## src/rtl/alu_share_ctrl.sv

```systemverilog
// Round-robin sharing of one combinational execute ALU between the main execute
// path (port 0) and the branch/compare unit (port 1), one operation in flight.
module alu_share_ctrl #(
    parameter int WIDTH   = 32,
    parameter int SHAMT_W = 5
) (
    input  logic             clk,
    input  logic             rst_n,
    input  logic             req0_valid,
    output logic             req0_ready,
    input  logic [WIDTH-1:0] req0_a,
    input  logic [WIDTH-1:0] req0_b,
    input  logic [3:0]       req0_op,
    input  logic             req1_valid,
    output logic             req1_ready,
    input  logic [WIDTH-1:0] req1_a,
    input  logic [WIDTH-1:0] req1_b,
    input  logic [3:0]       req1_op,
    output logic             rsp0_valid,
    input  logic             rsp0_ready,
    output logic             rsp1_valid,
    input  logic             rsp1_ready,
    output logic [WIDTH-1:0] rsp_ans,
    output logic [2:0]       rsp_flag,
    output logic             rsp_err,
    output logic [WIDTH-1:0] alu_a,
    output logic [WIDTH-1:0] alu_b,
    output logic [3:0]       alu_op,
    input  logic [WIDTH-1:0] alu_ans,
    input  logic [2:0]       alu_flag,
    output logic             busy
);

    typedef enum logic [1:0] {IDLE, EXEC, RESP} state_t;

    state_t           state_q, state_d;
    logic             last_grant_q, grant_q, err_q;
    logic [WIDTH-1:0] alu_a_q, alu_b_q, rsp_ans_q;
    logic [3:0]       alu_op_q;
    logic [2:0]       rsp_flag_q;
    logic             rsp_err_q;

    logic             grant_valid, grant_sel, rsp_fire;
    logic [3:0]       sel_op;
    logic [WIDTH-1:0] sel_a, sel_b, sel_b_masked;
    logic             sel_illegal, sel_is_shift;

    // With both requesters valid, the one that did not win last time goes next.
    always_comb begin
        grant_valid = req0_valid | req1_valid;
        grant_sel   = 1'b0;
        if (req0_valid && req1_valid) begin
            grant_sel = ~last_grant_q;
        end else if (req1_valid) begin
            grant_sel = 1'b1;
        end
        sel_op       = grant_sel ? req1_op : req0_op;
        sel_a        = grant_sel ? req1_a  : req0_a;
        sel_b        = grant_sel ? req1_b  : req0_b;
        sel_illegal  = (sel_op > 4'd8);
        sel_is_shift = (sel_op == 4'd6) || (sel_op == 4'd7) || (sel_op == 4'd8);
        sel_b_masked = sel_is_shift ? {{(WIDTH-SHAMT_W){1'b0}}, sel_b[SHAMT_W-1:0]} : sel_b;
    end

    always_comb begin
        state_d    = state_q;
        req0_ready = 1'b0;
        req1_ready = 1'b0;
        rsp0_valid = 1'b0;
        rsp1_valid = 1'b0;
        rsp_fire   = 1'b0;
        unique case (state_q)
            IDLE: begin
                if (grant_valid) begin
                    req0_ready = ~grant_sel;
                    req1_ready = grant_sel;
                    state_d    = EXEC;
                end
            end
            EXEC: state_d = RESP;
            RESP: begin
                rsp0_valid = ~grant_q;
                rsp1_valid = grant_q;
                rsp_fire   = grant_q ? rsp1_ready : rsp0_ready;
                if (rsp_fire) begin
                    state_d = IDLE;
                end
            end
            default: state_d = IDLE;
        endcase
    end

    // Reset drops any in-flight or unaccepted response without a handshake.
    always_ff @(posedge clk) begin
        if (!rst_n) begin
            state_q      <= IDLE;
            last_grant_q <= 1'b1;
            grant_q      <= 1'b0;
            err_q        <= 1'b0;
            alu_a_q      <= '0;
            alu_b_q      <= '0;
            alu_op_q     <= '0;
            rsp_ans_q    <= '0;
            rsp_flag_q   <= '0;
            rsp_err_q    <= 1'b0;
        end else begin
            state_q <= state_d;
            if (state_q == IDLE && grant_valid) begin
                grant_q  <= grant_sel;
                err_q    <= sel_illegal;
                alu_a_q  <= sel_a;
                alu_b_q  <= sel_b_masked;
                alu_op_q <= sel_illegal ? 4'd0 : sel_op;
            end
            if (state_q == EXEC) begin
                rsp_ans_q  <= err_q ? '0 : alu_ans;
                rsp_flag_q <= err_q ? 3'b000 : alu_flag;
                rsp_err_q  <= err_q;
            end
            if (state_q == RESP && rsp_fire) begin
                last_grant_q <= grant_q;
            end
        end
    end

    assign alu_a    = alu_a_q;
    assign alu_b    = alu_b_q;
    assign alu_op   = alu_op_q;
    assign rsp_ans  = rsp_ans_q;
    assign rsp_flag = rsp_flag_q;
    assign rsp_err  = rsp_err_q;
    assign busy     = (state_q != IDLE);

endmodule

```

## config.mk

```make
export PLATFORM = sky130hd
export DESIGN_NAME = alu_share_ctrl
export DESIGN_NICKNAME = d
export VERILOG_FILES = /design/src/rtl/alu_share_ctrl.sv
export SDC_FILE = /design/constraint.sdc
export NUM_CORES = 1
export LEC_CHECK = 0
export ABC_CLOCK_PERIOD_IN_PS = 4000
export BUFFER_PORTS_ARGS = -buffer_cell sky130_fd_sc_hd__buf_2
export CAP_MARGIN = 20
export CORE_AREA = 2 2 111 113
export CTS_CLUSTER_DIAMETER = 30
export DETAILED_ROUTE_END_ITERATION = 8
export DIE_AREA = 0 0 113 115
export GPL_ROUTABILITY_DRIVEN = 1
export GPL_TIMING_DRIVEN = 0
export PLACE_DENSITY = 0.91
export SKIP_LAST_GASP = 1
export SLEW_MARGIN = 20
export SYNTH_ARGS = -nofsm -noshare
export SYNTH_HDL_FRONTEND = slang
export SYNTH_SLANG_ARGS = --single-unit
```

## constraint.sdc

```tcl
create_clock -name clk -period 4 [get_ports clk]
set_clock_uncertainty 0.2 [all_clocks]
set_input_delay 1 -clock clk [delete_from_list [all_inputs] [get_ports clk]]
set_output_delay 1 -clock clk [all_outputs]
set_load 0.1 [all_outputs]
```

== Word-level counts from Yosys, hierarchy flattened ==
Index checks and enable logic that the tools add are counted.

* Magnitude comparators: 1
* Equality and inequality tests: 7
* Mux-type cells: 20
* Bitwise gates (word level): 4
* Reduce and logical (&&, ||, !) cells: 8

{| class="wikitable"
|+ Operators with widths
! kind !! count
|-
| 2-to-1 mux 32 bit || 4
|-
| 2-to-1 mux 1 bit || 10
|-
| equality test 4 x 3 -> 1 bit, second input constant || 2
|-
| 2-to-1 mux 4 bit || 2
|-
| case mux 2 bit (3 select lines) || 1
|-
| equality test 4 bit, second input constant || 1
|-
| > comparator 4 bit, second input constant || 1
|-
| 2-to-1 mux 2 bit || 2
|-
| inequality test 2 bit, second input constant || 2
|-
| logical AND 1 bit || 3
|-
| 2-to-1 mux 3 bit || 1
|-
| NOT 1 bit || 3
|-
| equality test 2 x 1 -> 1 bit, second input constant || 1
|-
| equality test 2 bit, second input constant || 1
|-
| logical NOT 2 bit || 1
|-
| logical OR 1 bit || 2
|-
| AND reduction 2 bit || 1
|-
| nonzero test 2 bit || 1
|-
| OR 1 bit || 1
|}

* Register bits after elaboration: 109
* Input bits: 177
* Output and inout bits: 109
* Word-level logic and storage cells: 50

== Logic depth before layout (Yosys ltp) ==
Gate-level depths: netlist of run 1.

* Depth in word-level cells: 7
* Gate-level depth with buffers: 6

== Worst setup path after synthesis of run 1 ==
No wires, ideal clock.

* Path type: input -> output
* Start point: input req0_valid
* End point: output req0_ready
* Data arrival time: 2,356 ps
* Required time: 2,800 ps
* Slack: 444 ps
* Stages on the path: 3
* Path buffers: 2
* Cells stage by stage: clkbuf_1 > buf_1 > and3_1

* Word-level cells in the longest chain between the ends: 5
* Elaborated cells on any way between the ends: 6

{| class="wikitable"
|+ Ends and longest elaborated chain
! element !! RTL line !! text
|-
| start: declaration || 9 || <nowiki>input logic req0_valid,</nowiki>
|-
| logical AND 1 bit || 52 || <nowiki>if (req0_valid && req1_valid) begin</nowiki>
|-
| 2-to-1 mux 1 bit || 52 ||
|-
| NOT 1 bit || 75 || <nowiki>req0_ready = ~grant_sel;</nowiki>
|-
| 2-to-1 mux 1 bit * || 74 || <nowiki>if (grant_valid) begin</nowiki>
|-
| 2-to-1 mux 1 bit * || 72 || <nowiki>unique case (state_q)</nowiki>
|-
| end: declaration || 10 || <nowiki>output logic req0_ready,</nowiki>
|}

Mark *: on every way between the ends. The rest lies on a longest branch, timed or not.

== Final worst setup path of run 1 ==
Ends and elaborated chain as after synthesis.

==> run metrics, run 1 <==
number of cells on the critical path=5; CTS Root Buffer Type=clkbuf_16; vias post-DR=6561; TNS Setup=0 ns; Cell Area, Synth=0.00532 mm^2; pwr dens=494 mW/mm^2; initial antenna violation count=0; GRT Total Usage=0.287; CTS buffer count=9; Max-cap violations=0; critical path required time=2.80 ns; gpl congestion=0.899; run status=complete, but fails checks; Tmin final=3.81 ns; Hold Vio Cnt, Final=0; most used cell, CP=buf_2; Wirelength per Cell=18.4 um; Syn-to-layout area delta=36.1%; CP top delay family=buffers and inverters; Initial DRC Count=762; CP startpoint=req0_valid; hold depth=2; Worst Setup EP=req0_ready; total grt overflow=0; Ys Warns=0; Reg2Reg Depth=6; Reg clk slew, reported paths=approximately 0.070 ns; crit path launch type=input pin; r2r setup slk=1.94 ns; sequential area share after synthesis=0.410; critical path class=in2out; Overall Power=0.00358 W; crit path max fanout=10; vias in the first global route=~5800; Pleak=around 3.1 nW; drt first pass iters=7; Arrival @ worst endpoint=approximately 2.6 ns; Die X=113 um; Die ar.=0.0130 mm^2; Placeable Area=0.0118 mm^2; syn_nets=813; slowest CP cell=buf_2; H-tree Lvls=3; FP Rows=40; Boundary Pins=286; worst slew pin tran=0.631 ns; CTS sink cnt=109; Worst-Skew Late Latency=0.34 ns; most common cell after layout, fill and taps aside=buf_2; ANT nets after route=0; Port Buffers=around 280; Initial Util=0.450; vias per cell=6.06; Buf/Inv on CP=4; CP Cell Sequence=buf_2, clkbuf_1, buf_1, and3_1, buf_2; Worst R2R Start=state_q[0]$_SDFFE_PN0P_; most frequent cells in the layout=buf_2, dfxtp_1, nand4_1; share of cells above drive strength 1=0.361; violated checks=design-rule violations; Rel. slew slack=0.579; crit share post-route=0.953; Max Root-Sink Buffers=2; HP Class=reg2reg; nets=roughly 1100; Syn Inst Count=636; CP endpoint kind=output pin; die height=115 um; number of antenna diodes=0; Fmax=262 MHz; reg2reg end=alu_b[21]$_SDFFE_PN0P_; Slew Viols, Final=0; final core utilization=0.613; Main synth FF type=dfxtp_1; Distinct cells, synth=34; post-synthesis area per instance=around 8.4 um^2; Peak VDD IR=0.000266 V; Post-route DRC=20; Routed Wire Length=~20 mm; Post-DP HPWL=14.7 mm; ys async rst share=0; largest net degree at the start of global routing=20; first-pass GRT wire length=about 30 mm; max incr delay on CP=0.45 ns; CTS tree=done; unrepaired setup endpoints after global routing=false; Seq cells post-synth=109; # hold bufs at CTS=0; Post-synth EDFFs=0; endpoints failing setup=0
-- per-layer routing --
layer,global-route usage,vias to the layer above,part of all wire
li1,-,3046,-
met1,0.385,3064,0.40
met2,0.472,409,0.47
met3,0.0517,42,0.10
met4,0.0894,0,0.024
met5,0,-,0
-- registers in the layout, indices dropped and copies added, names as in the netlist --
| register | flops |
|---|---|
| alu_a | 32 |
| alu_b | 32 |
| rsp_ans | 32 |
| alu_op | 4 |
| rsp_flag | 3 |
| state_q | 2 |
| err_q | 1 |
| grant_q | 1 |
| last_grant_q | 1 |
| rsp_err | 1 |
-- cell families (layout without fill, tap and decap cells) --
group,after synthesis,in the layout,synth area share
DFF,109,109,0.410
and+or+nand+nor,255,255,0.303
buffers and inverters,88,388,0.0706
muxes,2,2,0.00400
AOI/OAI and AO/OA,182,182,0.212
-- final cells by class --
type | count | area, um^2
Fill cell | 1073 | 4570
Multi-Input combinational cell | 439 | 2760
Sequential cell | 109 | 2180
Timing Repair Buffer | 284 | 1420
Buffer | 85 | 365
Clock buffer | 9 | 225
Tap cell | 147 | 184
Clock inverter | 7 | 86.3
Inverter | 3 | 11.3
-- cell usage after synthesis (all sizes together), types with 4 or more instances --
master	n	area, um^2
dfxtp	109	2180
nand4	90	563
clkbuf	56	213
o211ai	54	405
a21oi	46	230
nand3b	44	330
nand2	40	150
nand3	39	200
o21ai	38	190
a31oi	36	225
buf	29	151
nor4bb	27	270
a311oi	5	43.8
nor2	4	20.0
-- stage by stage --
stage                     cells  hold WS (ns)  worst slack [ns]  area [um^2]
after global routing       1083         0.263            0.0648         7240
after floorplan             636         0.301             0.444         5320
final                      1083         0.250             0.190         7240
after global placement     1067         0.236             0.164         6930
after detailed placement   1067         0.241             0.149         6930
after CTS                  1083         0.252             0.145         7240
-- how the worst min path moves through the flow --
stage	from	to	slack, ns
2_1_floorplan	grant_q$_SDFFE_PN0P_	grant_q$_SDFFE_PN0P_	0.30
4_1_cts	rsp_ans[0]$_SDFFE_PN0N_	rsp_ans[0]$_SDFFE_PN0N_	0.25
3_3_place_gp	rsp_ans[0]$_SDFFE_PN0N_	rsp_ans[0]$_SDFFE_PN0N_	0.24
3_5_place_dp	rsp_ans[10]$_SDFFE_PN0N_	rsp_ans[10]$_SDFFE_PN0N_	0.24
6_report	rsp_flag[2]$_SDFFE_PN0N_	rsp_flag[2]$_SDFFE_PN0N_	0.25
5_1_grt	rsp_ans[10]$_SDFFE_PN0N_	rsp_ans[10]$_SDFFE_PN0N_	0.26
-- worst reg2reg max path, stage by stage, from the launching register on --
cell and delay (ns):
dfxtp_1 0.38, nor2_2 0.38, inv_2 0.09, buf_2 0.21
clkbuf_1 0.28, o211ai_1 0.26, o211ai_1 0.13
-- timing repair --
action / 4_1_cts / 5_1_grt
endpoints found under the setup margin: 0 / 1
resized for setup: 0 / 2
setup buffers: 0 / 0
-- report_power, final --
| group | switching (W) | internal [W] | total [W] |
|---|---|---|---|
| logic | 0.00111 | 0.000286 | 0.00140 |
| clock network | 0.000440 | 0.000496 | 0.000936 |
| registers | 0.0000591 | 0.00119 | 0.00125 |
| total | 0.00161 | 0.00197 | 0.00358 |
Note: power is estimated with default switching activity, not from simulation.
==> inputs of run 2 (changes only) <==
RECOVER_POWER = 50   (was default)
==> run 2 against run 1 <==
  * The run still ends with design-rule violations left
  * Global-route usage is the same
  * Clock-buffer cell count is the same
  * Fmax grew 0.56%
  * Final area shrank 0.52%
  * Total power shrank 0.36%
  * First-iteration DRC count shrank 2.5%
  * Register-to-register slack lost 0.12 ns
  * Worst setup slack gained 0.021 ns
  * Die area is the same
  * Critical path depth is the same
  * Clock power shrank 0.7%
  * Hold slack is essentially flat
  * Largest cell class unchanged
  * Highest routed layer unchanged
==> run metrics, run 2 (synthesized netlist as in run 1, its figures left out) <==
min-delay src=rsp_flag[2]$_SDFFE_PN0N_; crit path max fanout=10 (unchanged); Post-DP HPWL=14.7 mm (unchanged); pwr dens=495 mW/mm^2 (+0.16%); multi-input logic area=0.00276 mm^2 (unchanged); fillcell total=1093 (+1.9%); unrepaired setup endpoints after global routing=false; vias in the first global route=5818 (unchanged); Initial DRC Count=743 (-2.5%); reg2reg end=alu_b[30]$_SDFFE_PN0P_; initial antenna violation count=0 (unchanged); vias post-DR=6517 (-0.67%); GRT Total Usage=0.287 (unchanged); endpoints failing setup=0 (unchanged); max incr delay on CP=0.45 ns (about the same); Pint=0.00196 W (-0.34%); Sequential Area=0.00218 mm^2 (unchanged); Combinational Power Share=0.390 (about the same); Tmin final=3.79 ns (-0.0212 ns); Reg clk slew, reported paths=0.07 ns (about the same); dpl cell area=0.00693 mm^2 (unchanged); Die ar.=0.0130 mm^2 (unchanged); Sw Ratio=0.450 (about the same); Placeable Area=0.0118 mm^2 (unchanged); hold depth=2 (unchanged); TNS Setup=0 ns (unchanged); Arrival @ worst endpoint=2.59 ns (-0.02 ns); Max-cap violations=0 (unchanged); worst slew pin tran=1.21 ns (+0.582 ns); CP endpoint kind=output pin; most frequent cells in the layout=buf_2, dfxtp_1, nand4_1; Slew Viols, Final=0 (unchanged); H-tree Lvls=3 (unchanged); Boundary Pins=286 (unchanged); run status=complete, but fails checks; most common cell after layout, fill and taps aside=buf_2; total grt overflow=0 (unchanged); violated checks=design-rule violations; Peak VDD IR=0.000265 V (-0.33%); Post-route DRC=20 (unchanged); Worst-Skew Late Latency=0.34 ns (about the same); CTS buffer count=9 (unchanged); final core utilization=0.610 (-0.00318); Post-CTS Setup Inserts=0 (unchanged); slowest CP cell=buf_2; crit share post-route=0.947 (-0.00530); Pleak=2.94 nW (-3.8%); FP Rows=40 (unchanged); most used cell, CP=buf_2; ANT nets after route=0 (unchanged); Seq pwr share=0.350 (+0.002); die height=115 um (unchanged); HP Class=reg2reg; drt first pass iters=7 (unchanged); Die X=113 um (unchanged); critical path required time=2.80 ns (about the same); Initial Util=0.450 (unchanged); Worst R2R Start=last_grant_q$_SDFFE_PN1P_; largest net degree at the start of global routing=20 (unchanged); Max Root-Sink Buffers=2 (unchanged); CTS Root Buffer Type=clkbuf_16; Wirelength per Cell=18.4 um (+0.17%); nets=1108 (unchanged); Syn-to-layout area delta=35.3%; share of cells above drive strength 1=0.328 (-0.0331); Reg2Reg Depth=5 (-1); Worst Hold End=rsp_flag[2]$_SDFFE_PN0N_; gpl congestion=0.899 (unchanged); CP top delay family=buffers and inverters; Hold Vio Cnt, Final=0 (unchanged); CP Cell Sequence=buf_2, clkbuf_1, buf_1, and3_1, buf_2; Final Cell Area=0.00720 mm^2 (-0.52%); Port Buffers=284 (unchanged); CTS sink cnt=109 (unchanged); Routed Wire Length=19.9 mm (+0.17%); # hold bufs at CTS=0 (unchanged); Fmax=264 MHz (+0.56%); r2r setup slk=1.82 ns (-0.12 ns); Buf/Inv on CP=4 (unchanged); critical path class=in2out; CTS tree=done; clock share of power=0.261 (about the same); P_sw=0.00160 W (-0.39%); vias per cell=6.02 (-0.67%); crit path launch type=input pin; number of antenna diodes=0 (unchanged); Rel. slew slack=0.195 (-0.384); first-pass GRT wire length=30.0 mm (unchanged)
## run 2: layer usage
layer  track usage  vias up  wire length (um)
met4        0.0894        0               528
met3        0.0517       49              1990
met5             0        -                 0
met1         0.385     3037              8070
met2         0.472      381              9350
li1              -     3050                 -
## run 2: how the worst max path moves through the flow
| stage | end | from | slack (ns) | depth (start not counted) |
|---|---|---|---|---|
| 6_report | req0_ready | req0_valid | 0.21 | 5 |
| 5_1_grt | req0_ready | req0_valid | 0.06 | 5 |
| 4_1_cts | req1_ready | req1_valid | 0.15 | 6 |
| 3_5_place_dp | req1_ready | req1_valid | 0.15 | 6 |
| 3_3_place_gp | req1_ready | req0_valid | 0.16 | 6 |
| 2_1_floorplan | req0_ready | req0_valid | 0.44 | 3 |
## run 2: timing repair
item                                   in CTS  in global routing
endpoints found under the hold margin       0                  0
setup endpoints to repair                   0                  1
gates resized for setup                     0                  2
## run 2: area by class of cell
type / instances / share of cell area
well taps: 147 / 0.0255
clock inverters: 7 / 0.0120
inverters: 3 / 0.00156
clock buffers: 9 / 0.0313
repair buffers: 284 / 0.193
flip-flops and latches: 109 / 0.303
plain buffers: 85 / 0.0500
multi-input cells: 439 / 0.384
## run 2: per-stage QoR
step | hold WS, ns | instances | setup WS (ns) | power [W]
floorplan | 0.301 | 636 | 0.444 | 0.00233
global placement | 0.236 | 1067 | 0.164 | 0.00264
detailed placement | 0.241 | 1067 | 0.149 | 0.00265
CTS | 0.252 | 1083 | 0.145 | 0.00357
global route | 0.266 | 1083 | 0.0648 | 0.00369
finish | 0.250 | 1083 | 0.211 | 0.00357
## run 2: power by group through the flow
stage	sequential (W)	combinational, W	clock (W)
final	0.00125	0.00139	0.000929
after global routing	0.00126	0.00145	0.000983
after CTS	0.00124	0.00139	0.000944
after detailed placement	0.00127	0.00138	0
after global placement	0.00126	0.00137	0
after floorplan	0.00194	0.000390	0
## run 2: worst reg2reg max path, delay by kind of cell (launching register included)
family / cells / cell delay [ns]
AND/OR/NAND/NOR: 1 / 0.16
AO/OA/AOI/OAI: 2 / 0.57
buffers and inverters: 2 / 0.83
flip-flops: 1 / 0.37
